==> src/rtl/mm_pkg.sv <==
// Shared definitions for the matrix-multiply job sequencer: state encodings
// and the RAM header layout.
package mm_pkg;

    localparam logic [2:0] SEQ_IDLE     = 3'd0;
    localparam logic [2:0] SEQ_SWITCH   = 3'd1;
    localparam logic [2:0] SEQ_START    = 3'd2;
    localparam logic [2:0] SEQ_RUN      = 3'd3;
    localparam logic [2:0] SEQ_COMPLETE = 3'd4;

    typedef enum logic [2:0] {
        ST_IDLE     = SEQ_IDLE,
        ST_SWITCH   = SEQ_SWITCH,
        ST_START    = SEQ_START,
        ST_RUN      = SEQ_RUN,
        ST_COMPLETE = SEQ_COMPLETE
    } seq_state_e;

    localparam int unsigned HDR_ADDR  = 32'd0;
    localparam int unsigned META_ADDR = 32'd1;
    localparam int unsigned DATA_BASE = 32'd2;

endpackage

==> src/rtl/mm_ram_mux.sv <==
// Combinational owner select for the shared data RAM, with overrides that
// suppress writes and pin the address while ownership is changing hands.
module mm_ram_mux #(
    parameter int data_w = 32,
    parameter int add_w  = 9
) (
    input  logic              sel_cu,
    input  logic              force_we_off,
    input  logic              force_addr_en,
    input  logic [add_w-1:0]  force_addr,
    input  logic              host_we,
    input  logic [add_w-1:0]  host_addr,
    input  logic [data_w-1:0] host_wdata,
    input  logic              cu_we,
    input  logic [add_w-1:0]  cu_addr,
    input  logic [data_w-1:0] cu_wdata,
    output logic              ram_we,
    output logic [add_w-1:0]  ram_addr,
    output logic [data_w-1:0] ram_wdata
);

    logic              we_s;
    logic [add_w-1:0]  addr_s;
    logic [data_w-1:0] wdata_s;

    // Pick the current owner of the RAM port.
    always_comb begin
        if (sel_cu) begin
            we_s    = cu_we;
            addr_s  = cu_addr;
            wdata_s = cu_wdata;
        end else begin
            we_s    = host_we;
            addr_s  = host_addr;
            wdata_s = host_wdata;
        end
    end

    assign ram_we    = force_we_off  ? 1'b0 : we_s;
    assign ram_addr  = force_addr_en ? force_addr : addr_s;
    assign ram_wdata = wdata_s;

endmodule

==> src/rtl/mm_job_sequencer.sv <==
// Job-level controller in front of the 2x2-block matmul CU: RAM time-sharing,
// CU start/completion handling and run-cycle measurement. Watchdog: MM_SEQ_TIMEOUT_EN.
module mm_job_sequencer
    import mm_pkg::*;
#(
    parameter int                data_w         = 32,
    parameter int                ram_d          = 512,
    parameter int                ram_add_w      = $clog2(ram_d),
    parameter int                cnt_w          = 24,
    parameter logic [cnt_w-1:0]  timeout_cycles = 24'd1000000,
    parameter int                blank_cycles   = 3
) (
    input  logic                 clk,
    input  logic                 rst,
    input  logic                 job_start,
    input  logic                 host_we,
    input  logic [ram_add_w-1:0] host_addr,
    input  logic [data_w-1:0]    host_wdata,
    output logic [data_w-1:0]    host_rdata,
    output logic                 host_grant,
    output logic                 cu_start,
    output logic                 cu_abort,
    input  logic                 cu_done,
    input  logic                 cu_err,
    input  logic                 cu_ram_we,
    input  logic [ram_add_w-1:0] cu_ram_addr,
    input  logic [data_w-1:0]    cu_ram_w_data,
    output logic                 ram_we,
    output logic [ram_add_w-1:0] ram_addr,
    output logic [data_w-1:0]    ram_w_data,
    input  logic [data_w-1:0]    ram_r_data,
    output logic                 busy,
    output logic                 job_done,
    output logic                 job_err,
    output logic                 job_timeout,
    output logic [cnt_w-1:0]     run_cycles
);

    localparam int blank_w = $clog2(blank_cycles + 1);

    seq_state_e         state_q, state_d;
    logic               host_grant_q, host_grant_d;
    logic               cu_start_q, cu_start_d;
    logic               cu_abort_q, cu_abort_d;
    logic               busy_q, busy_d;
    logic               job_done_q, job_done_d;
    logic               job_err_q, job_err_d;
    logic               job_timeout_q, job_timeout_d;
    logic [cnt_w-1:0]   run_cycles_q, run_cycles_d;
    logic [blank_w-1:0] blank_q, blank_d;
    logic [cnt_w-1:0]   run_inc_s;
    logic               status_live_s;

`ifndef MM_SEQ_TIMEOUT_EN
    logic               unused_timeout_s;
    assign unused_timeout_s = ^timeout_cycles;
`endif

    assign run_inc_s     = (run_cycles_q == {cnt_w{1'b1}}) ? run_cycles_q : run_cycles_q + cnt_w'(1);
    assign status_live_s = (blank_q == '0);

    // Next-state and registered-output computation for the job FSM.
    always_comb begin
        state_d       = state_q;
        host_grant_d  = host_grant_q;
        cu_start_d    = 1'b0;
        cu_abort_d    = 1'b0;
        busy_d        = busy_q;
        job_done_d    = job_done_q;
        job_err_d     = job_err_q;
        job_timeout_d = job_timeout_q;
        run_cycles_d  = run_cycles_q;
        blank_d       = blank_q;
        case (state_q)
            ST_IDLE: begin
                if (job_start) begin
                    state_d       = ST_SWITCH;
                    host_grant_d  = 1'b0;
                    busy_d        = 1'b1;
                    job_done_d    = 1'b0;
                    job_err_d     = 1'b0;
                    job_timeout_d = 1'b0;
                    run_cycles_d  = '0;
                end else begin
                    state_d = ST_IDLE;
                end
            end
            ST_SWITCH: begin
                state_d    = ST_START;
                cu_start_d = 1'b1;
            end
            ST_START: begin
                state_d = ST_RUN;
                blank_d = blank_w'(blank_cycles);
            end
            ST_RUN: begin
                run_cycles_d = run_inc_s;
                // CU status is stale right after start; hold it off until blanking expires.
                if (!status_live_s) begin
                    blank_d = blank_q - blank_w'(1);
                end else begin
                    blank_d = blank_q;
                end
                if (status_live_s && cu_err) begin
                    job_err_d = 1'b1;
                    state_d   = ST_COMPLETE;
                end else if (status_live_s && cu_done) begin
                    job_done_d = 1'b1;
                    state_d    = ST_COMPLETE;
`ifdef MM_SEQ_TIMEOUT_EN
                end else if (run_inc_s == timeout_cycles) begin
                    job_timeout_d = 1'b1;
                    job_err_d     = 1'b1;
                    cu_abort_d    = 1'b1;
                    state_d       = ST_COMPLETE;
`endif
                end else begin
                    state_d = ST_RUN;
                end
            end
            ST_COMPLETE: begin
                state_d      = ST_IDLE;
                busy_d       = 1'b0;
                host_grant_d = 1'b1;
            end
            default: begin
                state_d      = ST_IDLE;
                host_grant_d = 1'b1;
                busy_d       = 1'b0;
            end
        endcase
    end

    // State and output registers with synchronous reset.
    always_ff @(posedge clk) begin
        if (rst) begin
            state_q       <= ST_IDLE;
            host_grant_q  <= 1'b1;
            cu_start_q    <= 1'b0;
            cu_abort_q    <= 1'b0;
            busy_q        <= 1'b0;
            job_done_q    <= 1'b0;
            job_err_q     <= 1'b0;
            job_timeout_q <= 1'b0;
            run_cycles_q  <= '0;
            blank_q       <= '0;
        end else begin
            state_q       <= state_d;
            host_grant_q  <= host_grant_d;
            cu_start_q    <= cu_start_d;
            cu_abort_q    <= cu_abort_d;
            busy_q        <= busy_d;
            job_done_q    <= job_done_d;
            job_err_q     <= job_err_d;
            job_timeout_q <= job_timeout_d;
            run_cycles_q  <= run_cycles_d;
            blank_q       <= blank_d;
        end
    end

    mm_ram_mux #(
        .data_w (data_w),
        .add_w  (ram_add_w)
    ) u_ram_mux (
        .sel_cu        ((state_q == ST_START) || (state_q == ST_RUN)),
        .force_we_off  ((state_q == ST_SWITCH) || (state_q == ST_COMPLETE)),
        .force_addr_en ((state_q == ST_SWITCH) || (state_q == ST_COMPLETE)),
        .force_addr    (ram_add_w'(HDR_ADDR)),
        .host_we       (host_we),
        .host_addr     (host_addr),
        .host_wdata    (host_wdata),
        .cu_we         (cu_ram_we),
        .cu_addr       (cu_ram_addr),
        .cu_wdata      (cu_ram_w_data),
        .ram_we        (ram_we),
        .ram_addr      (ram_addr),
        .ram_wdata     (ram_w_data)
    );

    assign host_rdata  = ram_r_data;
    assign host_grant  = host_grant_q;
    assign cu_start    = cu_start_q;
    assign cu_abort    = cu_abort_q;
    assign busy        = busy_q;
    assign job_done    = job_done_q;
    assign job_err     = job_err_q;
    assign job_timeout = job_timeout_q;
    assign run_cycles  = run_cycles_q;

endmodule

==> config.mk <==
export PLATFORM = sky130hd
export DESIGN_NAME = mm_job_sequencer
export DESIGN_NICKNAME = d
export VERILOG_FILES = /design/src/rtl/mm_pkg.sv /design/src/rtl/mm_ram_mux.sv /design/src/rtl/mm_job_sequencer.sv
export SDC_FILE = /design/constraint.sdc
export NUM_CORES = 1
export LEC_CHECK = 0
export ABC_AREA = 1
export BUFFER_PORTS_ARGS = -buffer_cell sky130_fd_sc_hd__buf_2
export CAP_MARGIN = 40
export CORE_MARGIN = 4
export CORE_UTILIZATION = 44
export CTS_CLUSTER_SIZE = 20
export DETAILED_ROUTE_END_ITERATION = 7
export GPL_ROUTABILITY_DRIVEN = 0
export HOLD_SLACK_MARGIN = 0.08
export MAX_ROUTING_LAYER = met4
export PLACE_DENSITY = 0.85
export SETUP_SLACK_MARGIN = 0.15
export SLEW_MARGIN = 5
export SYNTH_ARGS = -nofsm -noshare
export SYNTH_HDL_FRONTEND = slang
export SYNTH_SLANG_ARGS = --single-unit
export TNS_END_PERCENT = 30
==> constraint.sdc <==
create_clock -name clk -period 2.8 [get_ports clk]
set_input_delay 0.42 -clock clk [delete_from_list [all_inputs] [get_ports clk]]
set_output_delay 0.42 -clock clk [all_outputs]
set_load 0.01 [all_outputs]
==> flow_metrics.py, run 1 <==
metrics = {
    "job": {
        "maxCapViolations": 0,
    },
    "grt": {
        "grt_pass1_vias": 3028,
        "grt_overflow": 0,
        "grt_max_degree": 45,
        "grt_pass1_wl_um": 14290,
        "grt.total_usage_pct": 23.77,
        "antenna_found_initial": 0,
    },
    "setup_path": {
        "crit_type": "reg2reg",
        "rr_worst_depth": 10,
        "worst-r2r-setup-slack_ps": 560,
        "worst_r2r_endpoint": "run_cycles[9]",
        "required_ps": 2950,
        "critical_path.reg2reg.startpoint": "run_cycles[0]",
        "startpoint": "run_cycles[0]",
        "cp-end-kind": "flop",
        "critPathMaxFanout": 20,
        "start_kind": "flop",
        "worstPathArrival_ps": 2390,
    },
    "route": {
        "route.vias.total": 3575,
        "drc": 0,
        "wl_per_cell_um": 14.17,
        "routed_wl_um": 9991,
        "drtIter0Drc": 177,
        "drt-pass1-iter-count": 5,
        "via_per_inst": 5.071,
        "ant_nets": 0,
    },
    "synthesis": {
        "ys_types": 31,
        "yosysWarningCount": 0,
        "synthFlopType": "dfxtp_1",
        "syn_area_um2": 2937,
        "synthCells": 507,
        "async_flop_share_pct": 0,
        "avgSynthCellArea_um2": 5.792,
        "ys_seq_elements": 34,
        "synth_edf_count": 0,
        "yosysSeqAreaShare_pct": 23.18,
    },
    "min_path": {
        "hold_depth": 4,
        "hp-class": "in2reg",
        "hold_end": "host_grant",
        "hp-start": "job_start",
    },
    "clock_tree": {
        "clockBufferDepth": 2,
        "clk_latency_ps": 290,
        "cts.sinks": 34,
        "cts_hold_buf": 0,
        "cts_setup_buffers": 0,
        "cts_made_buffers": 5,
        "cts_resized": 0,
        "cts_tree": "yes",
        "cts_root_buf": "clkbuf_8",
        "clkTransAtPathRegs_ps": 70,
        "cts-htree-levels": 2,
    },
    "timing": {
        "slew_headroom_pct": 57.09,
        "finalSetupTns_ps": 0,
        "fin_crit_ps": 2240,
        "rsz0062_at_grt": "false",
        "skew_ps": 3.315,
        "worstMarginPinSlew_ps": 639.4,
        "setup_viol": 0,
        "max_freq_mhz": 446.3,
        "hold_viol": 0,
        "slew_violations": 0,
        "fin_crit_sh_pct": 80.02,
    },
    "floorplan": {
        "ios": 226,
        "die-width_um": 89.70,
        "die_area_um2": 8045,
        "row_count": 29,
        "start_util_pct": 45.72,
        "core_um2": 6422,
        "die_h_um": 89.70,
    },
    "placement": {
        "portBuffers": 159,
        "dpl.hpwl_um": 7955,
    },
    "finish": {
        "nNetsFinal": 750,
        "final_common_cell": "nand2_1",
        "areaGrowthSynthToFinish_pct": 22.45,
        "final_cell_mix": "nand2_1 (233), buf_2 (159), nor2_1 (44)",
        "seq_area_um2": 680.7,
        "diodes": 0,
        "nFillCells": 647,
        "drive_gt1_share_pct": 32.01,
        "multi_input_area_um2": 1744,
    },
    "power_and_ir_drop": {
        "clkPwrFrac_pct": 27.2,
        "p_per_area_nw_per_um2": 382.6,
        "swShare_pct": 36.15,
        "pwr-share-seq_pct": 36.7,
        "irDropWorstVdd_mv": 0.3146,
        "power_uw": 1376,
        "p_leak_uw": 0.001959,
        "p_int_uw": 878.5,
        "p_sw_uw": 497.3,
        "combPwrFrac_pct": 36.1,
    },
    "status": {
        "outcome": "completed",
    },
}
layout make-up:
cell class | instances | share of cell area, %
clock buffer | 7 | 2.401
clock inverter | 1 | 0.1392
inverter | 44 | 4.593
multi-input combinational | 380 | 48.50
sequential | 34 | 18.93
tap | 77 | 2.679
timing repair buffer | 162 | 22.76
layer usage:
| metal | GRT usage (%) | part of all wire [%] | vias up |
|---|---|---|---|
| met5 | - | 0 | - |
| met1 | 30.56 | 41 | 1610 |
| met2 | 36.84 | 47 | 175 |
| met4 | 4.601 | 1.2 | 0 |
| li1 | - | - | 1772 |
| met3 | 7.573 | 12 | 18 |
cell families (layout without fill, tap and decap cells):
| family | Yosys count | after routing | share of synthesized area, % |
|---|---|---|---|
| xor+xnor | 4 | 4 | 1.193 |
| other cells | 1 | 2 | 0.1277 |
| compound gates | 34 | 34 | 7.371 |
| simple gates | 338 | 338 | 49.72 |
| flops | 34 | 34 | 23.18 |
| buf+inv | 94 | 214 | 17.55 |
| fa+ha+maj | 2 | 2 | 0.8520 |
worst max-delay path by stage:
| stage | slack, ps | endpoint |
|---|---|---|
| floorplan | 980 | run_cycles[19] |
| CTS | 580 | run_cycles[4] |
| global placement | 720 | run_cycles[15] |
| detailed placement | 600 | run_cycles[4] |
| global route | 360 | run_cycles[15] |
| finish | 560 | run_cycles[9] |
cells in the mapped netlist, types with 2 or more instances:
| cell type | n | area share, % |
|---|---|---|
| nand2_1 | 233 | 30 |
| nor2_1 | 44 | 5.6 |
| inv_1 | 42 | 5.4 |
| buf_4 | 34 | 8.7 |
| dfxtp_1 | 34 | 23 |
| nand3_1 | 31 | 5.3 |
| a21oi_1 | 17 | 2.9 |
| clkbuf_1 | 12 | 1.5 |
| nand3_2 | 9 | 3.1 |
| a21oi_2 | 8 | 2.4 |
| nand4_1 | 6 | 1.3 |
| nor2_4 | 4 | 1.5 |
| nand2_2 | 3 | 0.64 |
| o21ai_0 | 3 | 0.51 |
| xor2_1 | 3 | 0.89 |
| a31o_2 | 2 | 0.60 |
| buf_12 | 2 | 1.4 |
| buf_2 | 2 | 0.34 |
| ha_1 | 2 | 0.85 |
| inv_2 | 2 | 0.26 |
| nand2_4 | 2 | 0.77 |
| nand3b_1 | 2 | 0.51 |
| nor3_1 | 2 | 0.34 |
registers in the layout, indices dropped and copies added, names as in the netlist:
signal,flops
job_err,1
cu_start,1
busy,1
state_q,3
job_done,1
host_grant,1
blank_q,2
run_cycles,24
stage by stage:
stage | hold WS [ps] | instance area (µm²) | worst slack, ps | utilization [%] | std cells
floorplan | 406.9 | 2940 | 980.3 | - | 508
CTS | 400.9 | 3596 | 582.4 | 55.99 | 705
global placement | 414.9 | 3505 | 720.1 | 54.57 | 697
detailed placement | 423.8 | 3505 | 601.5 | 54.57 | 697
finish | 398.3 | 3596 | 559.6 | 55.99 | 705
global route | 423.4 | 3596 | 356.0 | 55.99 | 705
power groups by stage:
stage	registers [µW]	clock network, µW	logic (µW)
6_report	505	374	497
5_1_grt	507	407	558
4_1_cts	505	382	500
3_5_place_dp	516	0	498
3_3_place_gp	516	0	490
2_1_floorplan	519	0	331
critical path, cell delays in order (launching register included):
cell and delay (ps):
dfxtp_1 400, ha_1 330, nand2_2 120, nor2_4 190
nand2_4 100, nor2_8 130, nand2_2 70, nand2_4 230
nand2_2 270, nand2_1 160, a21oi_1 80
Note: power is estimated with default switching activity, not from simulation.
==> run 2: changes to the inputs <==
- CORE_UTILIZATION: 44 -> 41
- PLACE_DENSITY: 0.85 -> 0.79
- clock period: 2.8 -> 2.3 ns (I/O delays scaled with it)
==> run 2 against run 1 <==
  * Via count decreased by 1.8%
  * Clock skew decreased by 0.72 ps
  * Routed wire length increased by 0.85%
  * Non-clock buffer count increased by 8
  * Final area increased by 2.7%
  * First-iteration DRC count decreased by 19%
  * Critical path depth decreased by 2
  * Clock power increased by 24%
  * Worst setup slack got worse by 270 ps
  * Total power increased by 23%
  * Critical endpoint is now ram_we
  * Largest cell class unchanged
  * Highest routed layer unchanged
==> flow_metrics.py, run 2 (same netlist as run 1, synthesis figures left out) <==
metrics = {
    "status": {
        "outcome": "completed",
    },
    "timing": {
        "finalSetupTns_ps": 0,
        "rsz0062_at_grt": "true",
        "max_freq_mhz": 498.5,
        "fin_crit_sh_pct": 87.21,
        "fin_crit_ps": 2006,
        "skew_ps": 2.597,
        "hold_viol": 0,
        "setup_viol": 0,
        "timing.final.ws_setup_ps": 294.1,
        "slew_violations": 0,
    },
    "setup_path": {
        "crit_path_cell_trace": "nor2_4 -> inv_2 -> buf_12 -> nand2_1 -> nand2_1 -> nand2_1 -> inv_1 -> buf_2",
        "cp_slowest_cell": "dfxtp_1",
        "rr_worst_depth": 10,
        "worst-r2r-setup-slack_ps": 330,
        "crit_type": "reg2out",
        "cp-endpoint": "ram_we",
        "cp_common_cell": "nand2_1",
        "worstPathArrival_ps": 1660,
        "cp-end-kind": "output pin",
        "critPathMaxFanout": 27,
        "start_kind": "flop",
        "cp_slowest_stage_delay_ps": 410,
        "critical_path.reg2reg.startpoint": "run_cycles[0]",
        "startpoint": "state_q[2]",
        "worst_r2r_endpoint": "run_cycles[19]",
        "required_ps": 1960,
    },
    "clock_tree": {
        "cts_hold_buf": 0,
        "cts_root_buf": "clkbuf_8",
        "clkTransAtPathRegs_ps": 70,
        "cts_tree": "yes",
        "cts_setup_buffers": 0,
        "cts-htree-levels": 2,
        "cts_made_buffers": 5,
        "cts_resized": 0,
        "clockBufferDepth": 2,
        "clk_latency_ps": 290,
        "cts.sinks": 34,
    },
    "min_path": {
        "hp-class": "in2reg",
    },
    "placement": {
        "place_ws_ps": 314.6,
        "dpl.hpwl_um": 8248,
        "portBuffers": 159,
    },
    "floorplan": {
        "row_count": 30,
        "start_util_pct": 42.75,
        "die_h_um": 92.63,
        "core_um2": 6869,
        "die-width_um": 92.63,
        "die_area_um2": 8580,
        "ios": 226,
    },
    "route": {
        "route.vias.total": 3509,
        "wl_per_cell_um": 13.77,
        "via_per_inst": 4.794,
        "drt-pass1-iter-count": 6,
        "ant_nets": 0,
        "drc": 0,
        "drtIter0Drc": 144,
        "routed_wl_um": 10080,
    },
    "finish": {
        "areaGrowthSynthToFinish_pct": 25.82,
        "final_common_cell": "nand2_1",
        "diodes": 0,
        "drive_gt1_share_pct": 33.02,
        "largest_reg_flops": 24,
        "nNetsFinal": 758,
        "final_cell_mix": "nand2_1 (233), buf_2 (159), nor2_1 (44)",
    },
    "grt": {
        "grt_pass1_vias": 3208,
        "grt_pass1_wl_um": 15610,
        "antenna_found_initial": 0,
        "grt.total_usage_pct": 23.06,
        "grt_max_degree": 45,
        "grt_overflow": 0,
    },
    "power_and_ir_drop": {
        "p_per_area_nw_per_um2": 459.1,
        "p_leak_uw": 0.002002,
        "irDropWorstVdd_mv": 0.2075,
    },
    "job": {
        "maxCapViolations": 0,
    },
}
-- run 2: where the power goes --
group / internal [µW] / switching, µW / leakage, µW
logic: 237 / 381 / 0.00168
registers: 606 / 10.1 / 0.000275
clock network: 241 / 220 / 0.0000482
total: 1080 / 611 / 0.00200
-- run 2: layout make-up --
type | count | area (µm²)
Clock buffer | 7 | 86.33
Inverter | 44 | 165.2
Fill cell | 718 | 3174
Sequential cell | 34 | 680.7
Clock inverter | 1 | 5.005
Timing Repair Buffer | 170 | 890.9
Tap cell | 96 | 120.1
Multi-Input combinational cell | 380 | 1747
-- run 2: metal layers --
metal	global-route usage (%)	vias to the layer above	share of wire (%)
met5	-	-	0
met4	3.419	0	0.55
met3	6.336	6	10
met2	37.28	171	46
met1	29.59	1547	43
li1	-	1785	-
-- run 2: stage by stage --
stage | cells | cell area [µm²] | util, % | hold slack [ps] | power [µW]
2_1_floorplan | 508 | 2940 | - | 406.9 | 1035
3_3_place_gp | 724 | 3601 | 52.42 | 417.4 | 1244
3_5_place_dp | 724 | 3601 | 52.42 | 443.0 | 1252
4_1_cts | 732 | 3692 | 53.75 | 341.8 | 1711
5_1_grt | 732 | 3695 | 53.79 | 383.5 | 1803
6_report | 732 | 3695 | 53.79 | 344.1 | 1696
-- run 2: worst min path at each step --
stage                           from          to  depth (start not counted)
after floorplan           blank_q[0]  blank_q[0]                          1
after global placement    blank_q[0]  blank_q[0]                          1
after detailed placement     job_err     job_err                          2
after CTS                  job_start  host_grant                          4
after global routing       job_start  host_grant                          4
final                      job_start  host_grant                          4
-- run 2: worst max-delay path, delay by kind of cell (launching register included) --
kind / cells / cell delay (ps)
buf+inv: 4 / 720
flops: 1 / 410
simple gates: 4 / 220
==> run 3: changes to the inputs <==
- PLACE_DENSITY: 0.79 -> 0.82
==> run 3 against run 2 <==
  * Routed wire length is 3.1% lower
  * Critical path type unchanged
  * Clock power grew 2%
  * Non-clock buffer count decreased by 3
  * Clock skew up 8.7 ps
  * Sequential share of layout area is 0.13 points higher
  * Flip-flop and latch count did not move
==> flow_metrics.py, run 3 (same netlist as run 1, synthesis figures left out) <==
metrics = {
    "floorplan": {
        "start_util_pct": 42.75,
        "die_area_um2": 8580,
        "row_count": 30,
        "die-width_um": 92.63,
        "die_h_um": 92.63,
        "core_um2": 6869,
        "ios": 226,
    },
    "timing": {
        "holdWs_ps": 323.1,
        "fin_crit_sh_pct": 87.54,
        "rsz0062_at_grt": "true",
        "setup_viol": 0,
        "slew_violations": 0,
        "slew_headroom_pct": 61.88,
        "worstMarginPinSlew_ps": 568.0,
        "hold_viol": 0,
        "timing.final.ws_setup_ps": 286.6,
        "fin_crit_ps": 2013,
        "finalSetupTns_ps": 0,
        "skew_ps": 11.29,
        "max_freq_mhz": 496.7,
    },
    "setup_path": {
        "crit_type": "reg2out",
        "worstPathArrival_ps": 1670,
        "start_kind": "flop",
        "path_buf_inv": 3,
        "cp_slowest_cell": "dfxtp_1",
        "critical_path.reg2reg.startpoint": "run_cycles[1]",
        "required_ps": 1960,
        "cp-end-kind": "output pin",
        "startpoint": "state_q[2]",
        "cp_slowest_stage_delay_ps": 420,
        "crit_path_cell_trace": "nor2_4 -> inv_2 -> buf_4 -> nand2_1 -> nand2_1 -> buf_2",
        "cp_common_cell": "nand2_1",
        "critPathMaxFanout": 27,
        "path_delay_family": "buffers and inverters",
    },
    "clock_tree": {
        "clk_latency_ps": 290,
        "cts_made_buffers": 5,
        "clockBufferDepth": 2,
        "cts_root_buf": "clkbuf_8",
        "cts_hold_buf": 0,
        "clkTransAtPathRegs_ps": 70,
        "cts-htree-levels": 2,
        "cts.sinks": 34,
        "cts_tree": "yes",
    },
    "grt": {
        "use_met2_pct": 37.10,
        "grt_overflow": 0,
        "antenna_found_initial": 0,
        "grt_pass1_wl_um": 15160,
        "grt_pass1_vias": 3281,
        "met3_usage_pct": 6.499,
        "grt_max_degree": 45,
        "grtUsageMet1_pct": 25.91,
        "grt.busiest_layer": "met2",
        "grt.total_usage_pct": 22.13,
    },
    "finish": {
        "areaGrowthSynthToFinish_pct": 24.93,
        "final_common_cell": "nand2_1",
        "nNetsFinal": 755,
        "post-route-util_pct": 53.41,
        "final_cell_mix": "nand2_1 (233), buf_2 (159), nor2_1 (44)",
        "nFillCells": 695,
        "diodes": 0,
        "largest_reg_flops": 24,
        "drive_gt1_share_pct": 32.86,
    },
    "placement": {
        "portBuffers": 159,
        "place_ws_ps": 278.7,
        "dpl.hpwl_um": 7701,
    },
    "route": {
        "routed_wl_um": 9766,
        "via_per_inst": 4.816,
        "drt-pass1-iter-count": 5,
        "drc": 0,
        "wl_per_cell_um": 13.40,
        "ant_nets": 0,
        "drtIter0Drc": 156,
        "route.vias.total": 3511,
    },
    "power_and_ir_drop": {
        "irDropWorstVdd_mv": 0.3455,
        "p_leak_uw": 0.001981,
        "p_per_area_nw_per_um2": 461.2,
    },
    "min_path": {
        "hp-class": "in2reg",
        "hp-start": "job_start",
    },
    "status": {
        "outcome": "completed",
    },
    "job": {
        "maxCapViolations": 0,
    },
}
==> run 3: cell count changes in the layout (fill, tap and decap cells not counted) <==
cell,before,now
clkinvlp_4,0,1
clkbuf_1,1,0
nand2_4,2,3
nand2_2,3,2
buf_12,1,0
buf_4,10,8
==> run 3: routing by layer <==
metal,part of all wire [%],wire length (µm)
met1,40,3949
met2,47,4593
met3,11,1086
met4,1.4,136
met5,0,0
==> run 3: cell type report <==
class	instances	area, µm²	share of cell area [%]
Multi-Input combinational cell	380	1752	47.75
Timing Repair Buffer	167	855.8	23.33
Sequential cell	34	680.7	18.55
Inverter	44	165.2	4.502
Tap cell	96	120.1	3.274
Clock buffer	6	82.58	2.251
Clock inverter	2	12.51	0.3411
==> run 3: worst paths after layout <==
path,end,depth (start not counted),slack [ps]
setup / recovery,ram_w_data[29],6,290
hold / removal,host_grant,4,320
setup reg to reg,run_cycles[12],10,310
hold reg to reg,blank_q[0],1,440
==> run 3: report_power, final <==
| group | switching (µW) | internal [µW] |
|---|---|---|
| combinational | 378 | 229 |
| clock | 230 | 241 |
| sequential | 8.80 | 606 |
| total | 616 | 1080 |
==> run 3: timing repair <==
| action | in CTS | in global routing |
|---|---|---|
| gates resized for setup | 0 | 2 |
| setup buffers | 0 | 0 |
| setup endpoints to repair | 0 | 24 |
==> run 3: worst reg2reg max path, cell delays in order, from the launching register on <==
cell     delay (ps)
dfxtp_1         410
ha_2            300
nand2_2         100
nor2_4          190
nand2_4         100
nor2_8          140
nand2_2          70
nand2_4         160
buf_4           230
nand3_1          90
a21oi_1         140
==> run 3: stage by stage <==
step | instances | power, µW | cell area [µm²]
after floorplan | 508 | 1035 | 2940
after global placement | 721 | 1225 | 3566
after detailed placement | 721 | 1234 | 3566
after CTS | 729 | 1698 | 3661
after global routing | 729 | 1797 | 3669
final | 729 | 1692 | 3669
